### config.mk
export PLATFORM = sky130hd
export DESIGN_NAME = sc_matrix_scan_driver
export DESIGN_NICKNAME = d
export VERILOG_FILES = /design/src/rtl/sc_matrix_pkg.sv /design/src/rtl/sc_matrix_prescaler.sv /design/src/rtl/sc_matrix_scan_driver.sv
export SDC_FILE = /design/constraint.sdc
export NUM_CORES = 1
export LEC_CHECK = 0
export ABC_AREA = 1
export CAP_MARGIN = 20
export CORE_MARGIN = 4
export CORE_UTILIZATION = 49
export CTS_CLUSTER_SIZE = 25
export DETAILED_ROUTE_END_ITERATION = 12
export PLACE_DENSITY = 0.86
export SETUP_SLACK_MARGIN = 0.1
export SLEW_MARGIN = 25
export SYNTH_ARGS = -nofsm -noshare
export SYNTH_HDL_FRONTEND = slang
export SYNTH_SLANG_ARGS = --single-unit
export TNS_END_PERCENT = 5
### constraint.sdc
create_clock -name SC_Reg_MATRIX_CLOCK_50 -period 3.45 [get_ports SC_Reg_MATRIX_CLOCK_50]
set_input_delay 0.8625 -clock SC_Reg_MATRIX_CLOCK_50 [delete_from_list [all_inputs] [get_ports SC_Reg_MATRIX_CLOCK_50]]
set_output_delay 0.8625 -clock SC_Reg_MATRIX_CLOCK_50 [all_outputs]
set_load 0.01 [all_outputs]
### src/rtl/sc_matrix_pkg.sv
// Shared types and defaults for the LED matrix scan driver.
// Holds the default geometry, the scan state encoding and an index-width helper.
package sc_matrix_pkg;

   localparam int DEF_ROWS      = 8;
   localparam int DEF_DATAWIDTH = 8;

   typedef enum logic {
      S_IDLE   = 1'b0,
      S_ACTIVE = 1'b1
   } state_t;

   // Width of an index into n items; never narrower than one bit.
   function automatic int idx_w(input int n);
      return (n > 1) ? $clog2(n) : 1;
   endfunction

endpackage

### src/rtl/sc_matrix_prescaler.sv
// Row-slot prescaler: counts 0..SCAN_DIV-1 while enabled, cleared on demand.
// Ports: clock/reset, clr_InHigh, en_InHigh, p_next_Out (count after this edge), tick_OutHigh (last cycle of slot).
import sc_matrix_pkg::*;

module sc_matrix_prescaler #(
   parameter int SCAN_DIV = 50000
) (
   input  logic                          SC_Reg_MATRIX_CLOCK_50,
   input  logic                          SC_Reg_MATRIX_RESET_InHigh,
   input  logic                          clr_InHigh,
   input  logic                          en_InHigh,
   output logic [idx_w(SCAN_DIV)-1:0]    p_next_Out,
   output logic                          tick_OutHigh
);

   localparam int PW = idx_w(SCAN_DIV);
   localparam logic [PW-1:0] P_LAST = PW'(SCAN_DIV - 1);

   logic [PW-1:0] p_q;
   logic [PW-1:0] p_d;
   logic          tick;

   always_comb begin
      tick = en_InHigh && !clr_InHigh && (p_q == P_LAST);
      p_d  = p_q;
      if (clr_InHigh) begin
         p_d = '0;
      end else if (en_InHigh) begin
         p_d = tick ? '0 : p_q + PW'(1);
      end
   end

   always_ff @(posedge SC_Reg_MATRIX_CLOCK_50 or posedge SC_Reg_MATRIX_RESET_InHigh) begin
      if (SC_Reg_MATRIX_RESET_InHigh) begin
         p_q <= '0;
      end else begin
         p_q <= p_d;
      end
   end

   // The next count lets the parent register its outputs in step with the counter.
   assign p_next_Out   = p_d;
   assign tick_OutHigh = tick;

endmodule

### src/rtl/sc_matrix_scan_driver.sv
// Time-multiplexes a snapshot of the row-register bank onto an 8x8 LED matrix with per-row blanking.
// Ports: clock/reset, scan_enable_InHigh, frame_InBUS in; row_OutBUS, col_OutBUS, row_index_Out, frame_done_OutHigh out.
import sc_matrix_pkg::*;

module sc_matrix_scan_driver #(
   parameter int DATAWIDTH      = DEF_DATAWIDTH,
   parameter int ROWS           = DEF_ROWS,
   parameter int SCAN_DIV       = 50000,
   parameter int BLANK_CYCLES   = 4,
   parameter int ROW_ACTIVE_LOW = 1,
   parameter int COL_ACTIVE_LOW = 0
) (
   input  logic                      SC_Reg_MATRIX_CLOCK_50,
   input  logic                      SC_Reg_MATRIX_RESET_InHigh,
   input  logic                      scan_enable_InHigh,
   input  logic [ROWS*DATAWIDTH-1:0] frame_InBUS,
   output logic [ROWS-1:0]           row_OutBUS,
   output logic [DATAWIDTH-1:0]      col_OutBUS,
   output logic [idx_w(ROWS)-1:0]    row_index_Out,
   output logic                      frame_done_OutHigh
);

   localparam int RW = idx_w(ROWS);
   localparam int PW = idx_w(SCAN_DIV);
   localparam logic [RW-1:0]        ROW_LAST = RW'(ROWS - 1);
   localparam logic [ROWS-1:0]      ROW_OFF  = (ROW_ACTIVE_LOW != 0) ? '1 : '0;
   localparam logic [DATAWIDTH-1:0] COL_OFF  = (COL_ACTIVE_LOW != 0) ? '1 : '0;

   state_t                    state_q, state_d;
   logic [RW-1:0]             row_q, row_d;
   logic [ROWS*DATAWIDTH-1:0] snap_q, snap_d;
   logic                      fd_q, fd_d;
   logic [ROWS-1:0]           rowo_q, rowo_d;
   logic [DATAWIDTH-1:0]      colo_q, colo_d;

   logic          clr;
   logic          en;
   logic          tick;
   logic [PW-1:0] p_next;
   logic          drive;
   logic [ROWS-1:0]      sel;
   logic [DATAWIDTH-1:0] col;

   sc_matrix_prescaler #(
      .SCAN_DIV (SCAN_DIV)
   ) u_presc (
      .SC_Reg_MATRIX_CLOCK_50     (SC_Reg_MATRIX_CLOCK_50),
      .SC_Reg_MATRIX_RESET_InHigh (SC_Reg_MATRIX_RESET_InHigh),
      .clr_InHigh                 (clr),
      .en_InHigh                  (en),
      .p_next_Out                 (p_next),
      .tick_OutHigh               (tick)
   );

   always_comb begin
      state_d = state_q;
      row_d   = row_q;
      snap_d  = snap_q;
      fd_d    = 1'b0;
      clr     = 1'b1;
      en      = 1'b0;
      unique case (state_q)
         S_IDLE: begin
            row_d = '0;
            if (scan_enable_InHigh) begin
               state_d = S_ACTIVE;
               snap_d  = frame_InBUS;
            end
         end
         S_ACTIVE: begin
            if (!scan_enable_InHigh) begin
               state_d = S_IDLE;
               row_d   = '0;
            end else begin
               clr = 1'b0;
               en  = 1'b1;
               if (tick) begin
                  row_d = (row_q == ROW_LAST) ? '0 : row_q + RW'(1);
                  // Frame wrap: take a fresh tear-free copy for the next frame.
                  if (row_q == ROW_LAST) begin
                     snap_d = frame_InBUS;
                     fd_d   = 1'b1;
                  end
               end
            end
         end
         default: state_d = S_IDLE;
      endcase
   end

   // Output encoding is computed from the next state so the pins change
   // on the same edge as the counters they describe.
   always_comb begin
      drive = (state_d == S_ACTIVE) && (p_next >= PW'(BLANK_CYCLES));
      sel   = '0;
      col   = '0;
      for (int r = 0; r < ROWS; r++) begin
         if (row_d == RW'(r)) begin
            sel[r] = drive;
            col    = drive ? snap_d[r*DATAWIDTH +: DATAWIDTH] : '0;
         end
      end
      rowo_d = sel ^ ROW_OFF;
      colo_d = col ^ COL_OFF;
   end

   always_ff @(posedge SC_Reg_MATRIX_CLOCK_50 or posedge SC_Reg_MATRIX_RESET_InHigh) begin
      if (SC_Reg_MATRIX_RESET_InHigh) begin
         state_q <= S_IDLE;
         row_q   <= '0;
         snap_q  <= '0;
         fd_q    <= 1'b0;
         rowo_q  <= ROW_OFF;
         colo_q  <= COL_OFF;
      end else begin
         state_q <= state_d;
         row_q   <= row_d;
         snap_q  <= snap_d;
         fd_q    <= fd_d;
         rowo_q  <= rowo_d;
         colo_q  <= colo_d;
      end
   end

   assign row_OutBUS         = rowo_q;
   assign col_OutBUS         = colo_q;
   assign row_index_Out      = row_q;
   assign frame_done_OutHigh = fd_q;

endmodule
==> results of run 1 <==
## worst min-delay path: stages (launching register included)
cell	delay (ps)
dfrtp_1	380
nand2_1	60
a32oi_1	70
## layer usage
layer / track usage / part of all wire / up-vias
li1: - / - / 2742
met1: 0.355 / 0.43 / 2755
met2: 0.393 / 0.46 / 297
met3: 0.0418 / 0.081 / 50
met4: 0.0843 / 0.027 / 0
met5: 0 / 0 / -
## kinds of logic (layout without fill, tap and decap cells)
logic type	after synthesis	after routing
compound gates	197	197
xor+xnor	4	4
fa+ha+maj	3	3
buf+inv	97	168
flops	101	101
simple gates	350	350
## how the worst max path moves through the flow
stage | start | endpoint | slack, ps
after detailed placement | scan_enable_InHigh | col_OutBUS[7] | 490
after global routing | state_q | col_OutBUS[7] | 550
after floorplan | scan_enable_InHigh | col_OutBUS[0] | 1130
final | state_q | col_OutBUS[7] | 690
after global placement | scan_enable_InHigh | col_OutBUS[5] | 580
after CTS | state_q | col_OutBUS[7] | 690
## cell type report
type | instances | share of cell area
multi-input cells | 554 | 0.399
flip-flops and latches | 101 | 0.361
repair buffers | 102 | 0.142
clock buffers | 11 | 0.0331
inverters | 50 | 0.0272
well taps | 143 | 0.0255
clock inverters | 5 | 0.0121
## state kept, by name, indices dropped and copies added (netlist names)
| name | cells |
|---|---|
| row_index_Out | 3 |
| frame_done_OutHigh | 1 |
| snap_q | 64 |
| u_presc.p_q | 16 |
| row_OutBUS | 8 |
| col_OutBUS | 8 |
| state_q | 1 |
## synthesized netlist by cell type, drive strengths merged
| master | n | share of area |
|---|---|---|
| inv | 46 | 0.030 |
| xor2 | 4 | 0.0061 |
| a32oi | 8 | 0.012 |
| or2 | 1 | 0.0011 |
| buf | 10 | 0.0092 |
| nand3 | 45 | 0.042 |
| nand2 | 105 | 0.072 |
| clkinv | 4 | 0.0026 |
| nor3 | 51 | 0.047 |
| ha | 3 | 0.0066 |
| dfrtp | 93 | 0.41 |
| dfstp | 8 | 0.037 |
| nand4 | 24 | 0.029 |
| o21ai | 121 | 0.11 |
| nor2 | 121 | 0.090 |
| clkbuf | 37 | 0.025 |
| a21oi | 12 | 0.013 |
| nand3b | 3 | 0.0039 |
| o22ai | 56 | 0.061 |
## layout by cell type (no fill, tap or decap), types with 2 or more instances in the layout
master	Yosys	layout
nor2_1	109	109
a32oi_1	8	8
clkdlybuf4s50_1	0	85
clkbuf_1	36	2
buf_4	1	14
nor2_2	6	6
nor2_4	6	6
nand2_2	3	3
dfrtp_1	93	93
nand3_2	3	3
o21ai_0	118	118
dfstp_2	8	8
inv_2	8	8
ha_1	3	3
nand4_1	23	23
nand3b_1	3	3
clkbuf_16	0	9
clkinvlp_4	0	2
nor3_1	50	50
bufinv_16	0	2
inv_1	38	37
nand2_1	101	101
a21oi_1	10	10
clkinv_1	4	4
buf_12	0	2
nand3_1	42	42
xor2_1	4	4
o22ai_1	56	56
o21ai_1	2	2
## power groups by stage
stage / logic, mW / clock network [mW] / registers, mW
finish: 0.380 / 1.09 / 1.32
global placement: 0.366 / 0 / 1.34
floorplan: 0.207 / 0 / 1.33
global route: 0.418 / 1.16 / 1.33
CTS: 0.375 / 1.09 / 1.32
detailed placement: 0.372 / 0 / 1.34
## stage by stage
| step | setup slack [ps] | power [mW] | hold WS, ps | area, um2 |
|---|---|---|---|---|
| 6_report | 694 | 2.80 | 558 | 7030 |
| 5_1_grt | 552 | 2.91 | 572 | 7030 |
| 4_1_cts | 685 | 2.79 | 560 | 7030 |
| 3_5_place_dp | 485 | 1.71 | 549 | 6710 |
| 3_3_place_gp | 576 | 1.70 | 534 | 6710 |
| 2_1_floorplan | 1130 | 1.54 | 520 | 5720 |
==> results_dict.tcl, run 1 <==
set metrics [dict create \
    outcome "finished clean" \
    max_stage_delay_ps 450 \
    cts.clk_slew.worst_paths_ps 70 \
    ctsRootBufferMaster "clkbuf_16" \
    dp.cells 950 \
    register_area_um2 2540 \
    switching_power_mw 0.724 \
    yosys.area_share.simple 0.284 \
    layout-drive-gt1-share 0.0887 \
    drcViolationCount 0 \
    fin_cells 966 \
    p_int_mw 2.07 \
    min_from "snap_q[39]" \
    cts_sinks 101 \
    fmax_ghz 0.363 \
    slowest_stage "buf_4" \
    ys_ff_latch 101 \
    n_fill_cell 952 \
    initial_core_util 0.501 \
    rr_endpoint "col_OutBUS[7]" \
    critPathArrivalTime_ps 2970 \
    setup-violations-final 0 \
    area_delta_synth_final_pct 22.9 \
    min_period_ps 2760 \
    rsz0062_at_grt "false" \
    worst_clock_skew_ps 9.33 \
    cts_setup_buffers 0 \
    r2r_start "state_q" \
    cts-buffers-inserted 9 \
    p_per_area_nw_per_um2 398 \
    rrSetupSlack_ps 690 \
    crit_required_ps 3660 \
    antenna_cells 0 \
    clock_power_share 0.391 \
    synth_warnings 0 \
    slew_violations 0 \
    cpMostUsedCell "nor2_1" \
    io_buffer_count 86 \
    hp-class "reg2reg" \
    vias 5844 \
    track_usage 0.250 \
    firstDrtPassIters 6 \
    grt_overflow 0 \
    combPwrFrac 0.136 \
    synth_fa_ha_area_frac 0.00656 \
    synth_xor_area_frac 0.00613 \
    grt_pass1_wl_um 26800 \
    vdd.ir_drop.worst_uv 262 \
    die_area_um2 13500 \
    initialDrtViolationCount 720 \
    antenna_found_initial 0 \
    cts_resized 0 \
    multi_input_comb_area_um2 2800 \
    die_y_um 116 \
    path_buf_inv 3 \
    hpwl_um 11400 \
    core_area_um2 11400 \
    hold_violations 0 \
    clockBufferDepth 2 \
    avgRoutedWirePerCell_um 17.4 \
    start_kind "flip-flop" \
    synth_top_family_by_area "simple AND/OR/NAND/NOR gates" \
    slew_headroom 0.520 \
    endpoint_kind "flip-flop" \
    critical_path.max_fanout 58 \
    ff2ff_path_depth 14 \
    grt_pass1_vias 5337 \
    path_class "reg2reg" \
    tns_ps 0 \
    crit_chain "buf_4, nand3_1, nor2_1, nand3_2, clkinv_1, nor2_1, nor2_2, inv_2, nand2_1, nor2_2, nand3_1, nand4_1, nor2_1, nand4_1" \
    ant_nets 0 \
    syn_area_um2 5720 \
    fin_util 0.615 \
    cts_htree_levels 3 \
    gp_congestion 0.967 \
    tritoncts "done" \
    viasPerCell 6.05 \
    die_w_um 116 \
    fin_crit_sh 0.799 \
    syn_nets 822 \
    cts_hold_buf 0 \
    worstHoldEndpoint "snap_q[39]" \
    swShare 0.259 \
    synth_mux_area_frac 0 \
    ys_seq_area_frac 0.444 \
    pwr-share-seq 0.473 \
    synth_area_per_cell_um2 7.61 \
    wl_um 16800 \
    tightest_slew_ps 720 \
    worst-path-stages 14 \
    grt_max_degree 64 \
    synthCells 752 \
    cap_violations 0 \
    critPathTopFamily "simple AND/OR/NAND/NOR gates" \
    rows 39 \
    ys_types 33 \
    boundaryPins 87 \
    synth_compound_area_frac 0.193 \
    clk_latency_ps 350 \
    layout.nets 888 \
    hold_depth 2 \
    leakagePower_nw 2.89 \
]
Power figures use the tool's default switching activity.
==> run 2, diff against run 1 <==
Settings changed: CORE_UTILIZATION 49 to 55, PLACE_DENSITY 0.86 to 0.91.
Clock period 3.45 ns to 2.9 ns, I/O delays scaled along.
==> run 2 against run 1 <==
Effect of this change:
- sequential power rose by 20%
- critical path depth did not move
- fmax rose by 9.4%
- utilization rose by 8.1 points
- sequential share of layout area rose by 0.52 points
- global-route usage rose by 5.3 points
- first-iteration DRC count fell by 3.3%
- worst hold slack improved by 17 ps
- critical path type unchanged
==> results_dict.tcl, run 2 (synthesis gave the netlist of run 1 again) <==
set metrics [dict create \
    outcome "finished clean" \
    top_regs "snap_q (64), u_presc.p_q (16)" \
    post-place-ws_ps 110 \
    finalWorstSetupSlack_ps 380 \
    boundaryPins 87 \
    die_area_um2 12100 \
    whs_ps 576 \
    die_y_um 110 \
    cts_hold_buf 0 \
    max_stage_delay_ps 390 \
    drcViolationCount 0 \
    worst_clock_skew_ps 13.1 \
    grt_pass1_vias 5748 \
    antenna_found_initial 0 \
    clockBufferDepth 2 \
    top_register "snap_q" \
    cts-buffers-inserted 9 \
    path_buf_inv 2 \
    cts.clk_slew.worst_paths_ps 110 \
    viasPerCell 6.25 \
    tns_ps 0 \
    core_area_um2 9950 \
    clk_latency_ps 370 \
    slew_headroom 0.476 \
    leakagePower_nw 2.85 \
    grt_pass1_wl_um 28600 \
    antenna_cells 0 \
    vdd.ir_drop.worst_uv 310 \
    crit_chain "ha_1, nand2_2, nor2_4, inv_2, nor2_4, nand2_4, nor2_2, buf_12, o21ai_0, o22ai_1, nand3_1, nand4_1, nor2_1, nand4_1" \
    slowest_stage "dfrtp_1" \
    switching_power_mw 0.874 \
    area_delta_synth_final_pct 21.2 \
    layout-drive-gt1-share 0.0933 \
    rsz0062_at_grt "false" \
    pwr-share-seq 0.543 \
    avgRoutedWirePerCell_um 18.7 \
    hold_violations 0 \
    layout_common_cells "o21ai_0 (117), nor2_1 (109), nand2_1 (101)" \
    swShare 0.301 \
    cts_htree_levels 3 \
    track_usage 0.304 \
    tritoncts "done" \
    cap_violations 0 \
    firstDrtPassIters 5 \
    initialDrtViolationCount 696 \
    path_class "reg2reg" \
    slew_violations 0 \
    start_kind "flip-flop" \
    grt_max_degree 67 \
    combPwrFrac 0.162 \
    tightest_slew_ps 785 \
    crit_required_ps 3210 \
    rows 36 \
    io_buffer_count 86 \
    gp_congestion 0.954 \
    fin_util 0.696 \
    ant_nets 0 \
    endpoint_kind "flip-flop" \
    cts_sinks 101 \
    initial_core_util 0.575 \
    hp-class "reg2reg" \
    fmax_ghz 0.397 \
    wl_um 17900 \
    min_period_ps 2520 \
    setup-violations-final 0 \
    largest_reg_flops 64 \
    hpwl_um 12500 \
    critPathArrivalTime_ps 2830 \
    layout.nets 890 \
    fin_crit_sh 0.869 \
    p_per_area_nw_per_um2 420 \
    n_fill_cell 745 \
    ctsRootBufferMaster "clkbuf_8" \
    critPathTopFamily "simple AND/OR/NAND/NOR gates" \
    vias 5990 \
    die_w_um 110 \
    p_int_mw 2.03 \
    final_common_cell "o21ai_0" \
    power.total_mw 2.91 \
    grt_overflow 0 \
    clock_power_share 0.295 \
    critical_path.max_fanout 49 \
]
-- run 2: cell types whose count changed in the layout (fill, tap and decap cells not counted) --
cell and change:
clkinv_4 -1, o21ai_0 -1, buf_12 +3, buf_4 -1
clkinv_2 +1, clkbuf_16 -9, clkbuf_1 -2, bufinv_16 -2
o21ai_1 +1, clkinvlp_4 +1, clkbuf_8 +9, inv_6 +3
-- run 2: per-stage QoR --
stage	area, um2	cells
3_5_place_dp	6740	940
6_report	6930	958
4_1_cts	6910	956
5_1_grt	6930	958
3_3_place_gp	6740	940
2_1_floorplan	5720	752
-- run 2: timing repair --
item,4_1_cts,5_1_grt
resized for setup,0,1
setup endpoints to repair,0,8
buffers inserted,0,2
-- run 2: power groups by stage --
stage          clock (mW)  sequential, mW  combinational (mW)
2_1_floorplan           0            1.59               0.246
3_3_place_gp            0            1.59               0.437
3_5_place_dp            0            1.60               0.455
4_1_cts             0.857            1.57               0.459
5_1_grt             0.919            1.59               0.510
6_report            0.858            1.58               0.471
-- run 2: worst paths after layout --
| kind | startpoint | to | slack [ps] | depth (start not counted) |
|---|---|---|---|---|
| max | u_presc.p_q[0] | col_OutBUS[0] | 380 | 14 |
| min | snap_q[33] | snap_q[33] | 580 | 2 |
| max reg2reg | u_presc.p_q[0] | col_OutBUS[0] | 380 | 14 |
| min reg2reg | snap_q[33] | snap_q[33] | 580 | 2 |
| max in group asynchronous | SC_Reg_MATRIX_RESET_InHigh | row_OutBUS[4] | 1380 | 3 |
| min in group asynchronous | SC_Reg_MATRIX_RESET_InHigh | snap_q[10] | 820 | 2 |
-- run 2: area by class of cell --
cell class	count	area, um2	share of cell area
Sequential cell	101	2540	0.366
Multi-Input combinational cell	554	2800	0.404
Clock buffer	9	124	0.0179
Inverter	50	191	0.0276
Clock inverter	7	55.1	0.00795
Timing Repair Buffer	104	1050	0.152
Tap cell	133	166	0.0240
-- run 2: worst reg2reg max path, stage by stage, from the launching register on --
cell	delay, ps
dfrtp_1	390
ha_1	240
nand2_2	90
nor2_4	190
inv_2	70
nor2_4	130
nand2_4	120
nor2_2	150
buf_12	220
o21ai_0	150
o22ai_1	360
nand3_1	130
nand4_1	110
nor2_1	50
nand4_1	70
-- run 2: per-layer routing --
metal  up-vias  routed length, um  track usage  share of wire
met5         -                  0            0              0
met4         0                843        0.161          0.047
met3        78               1670       0.0530          0.093
met2       399               8350        0.473           0.47
met1      2777               7060        0.406           0.39
li1       2736                  -            -              -
==> run 3, diff against run 2 <==
Settings changed: SLEW_MARGIN 25 to 20.
==> results of run 3 <==
Final layout, timing and power as in run 2 (identical DEF).
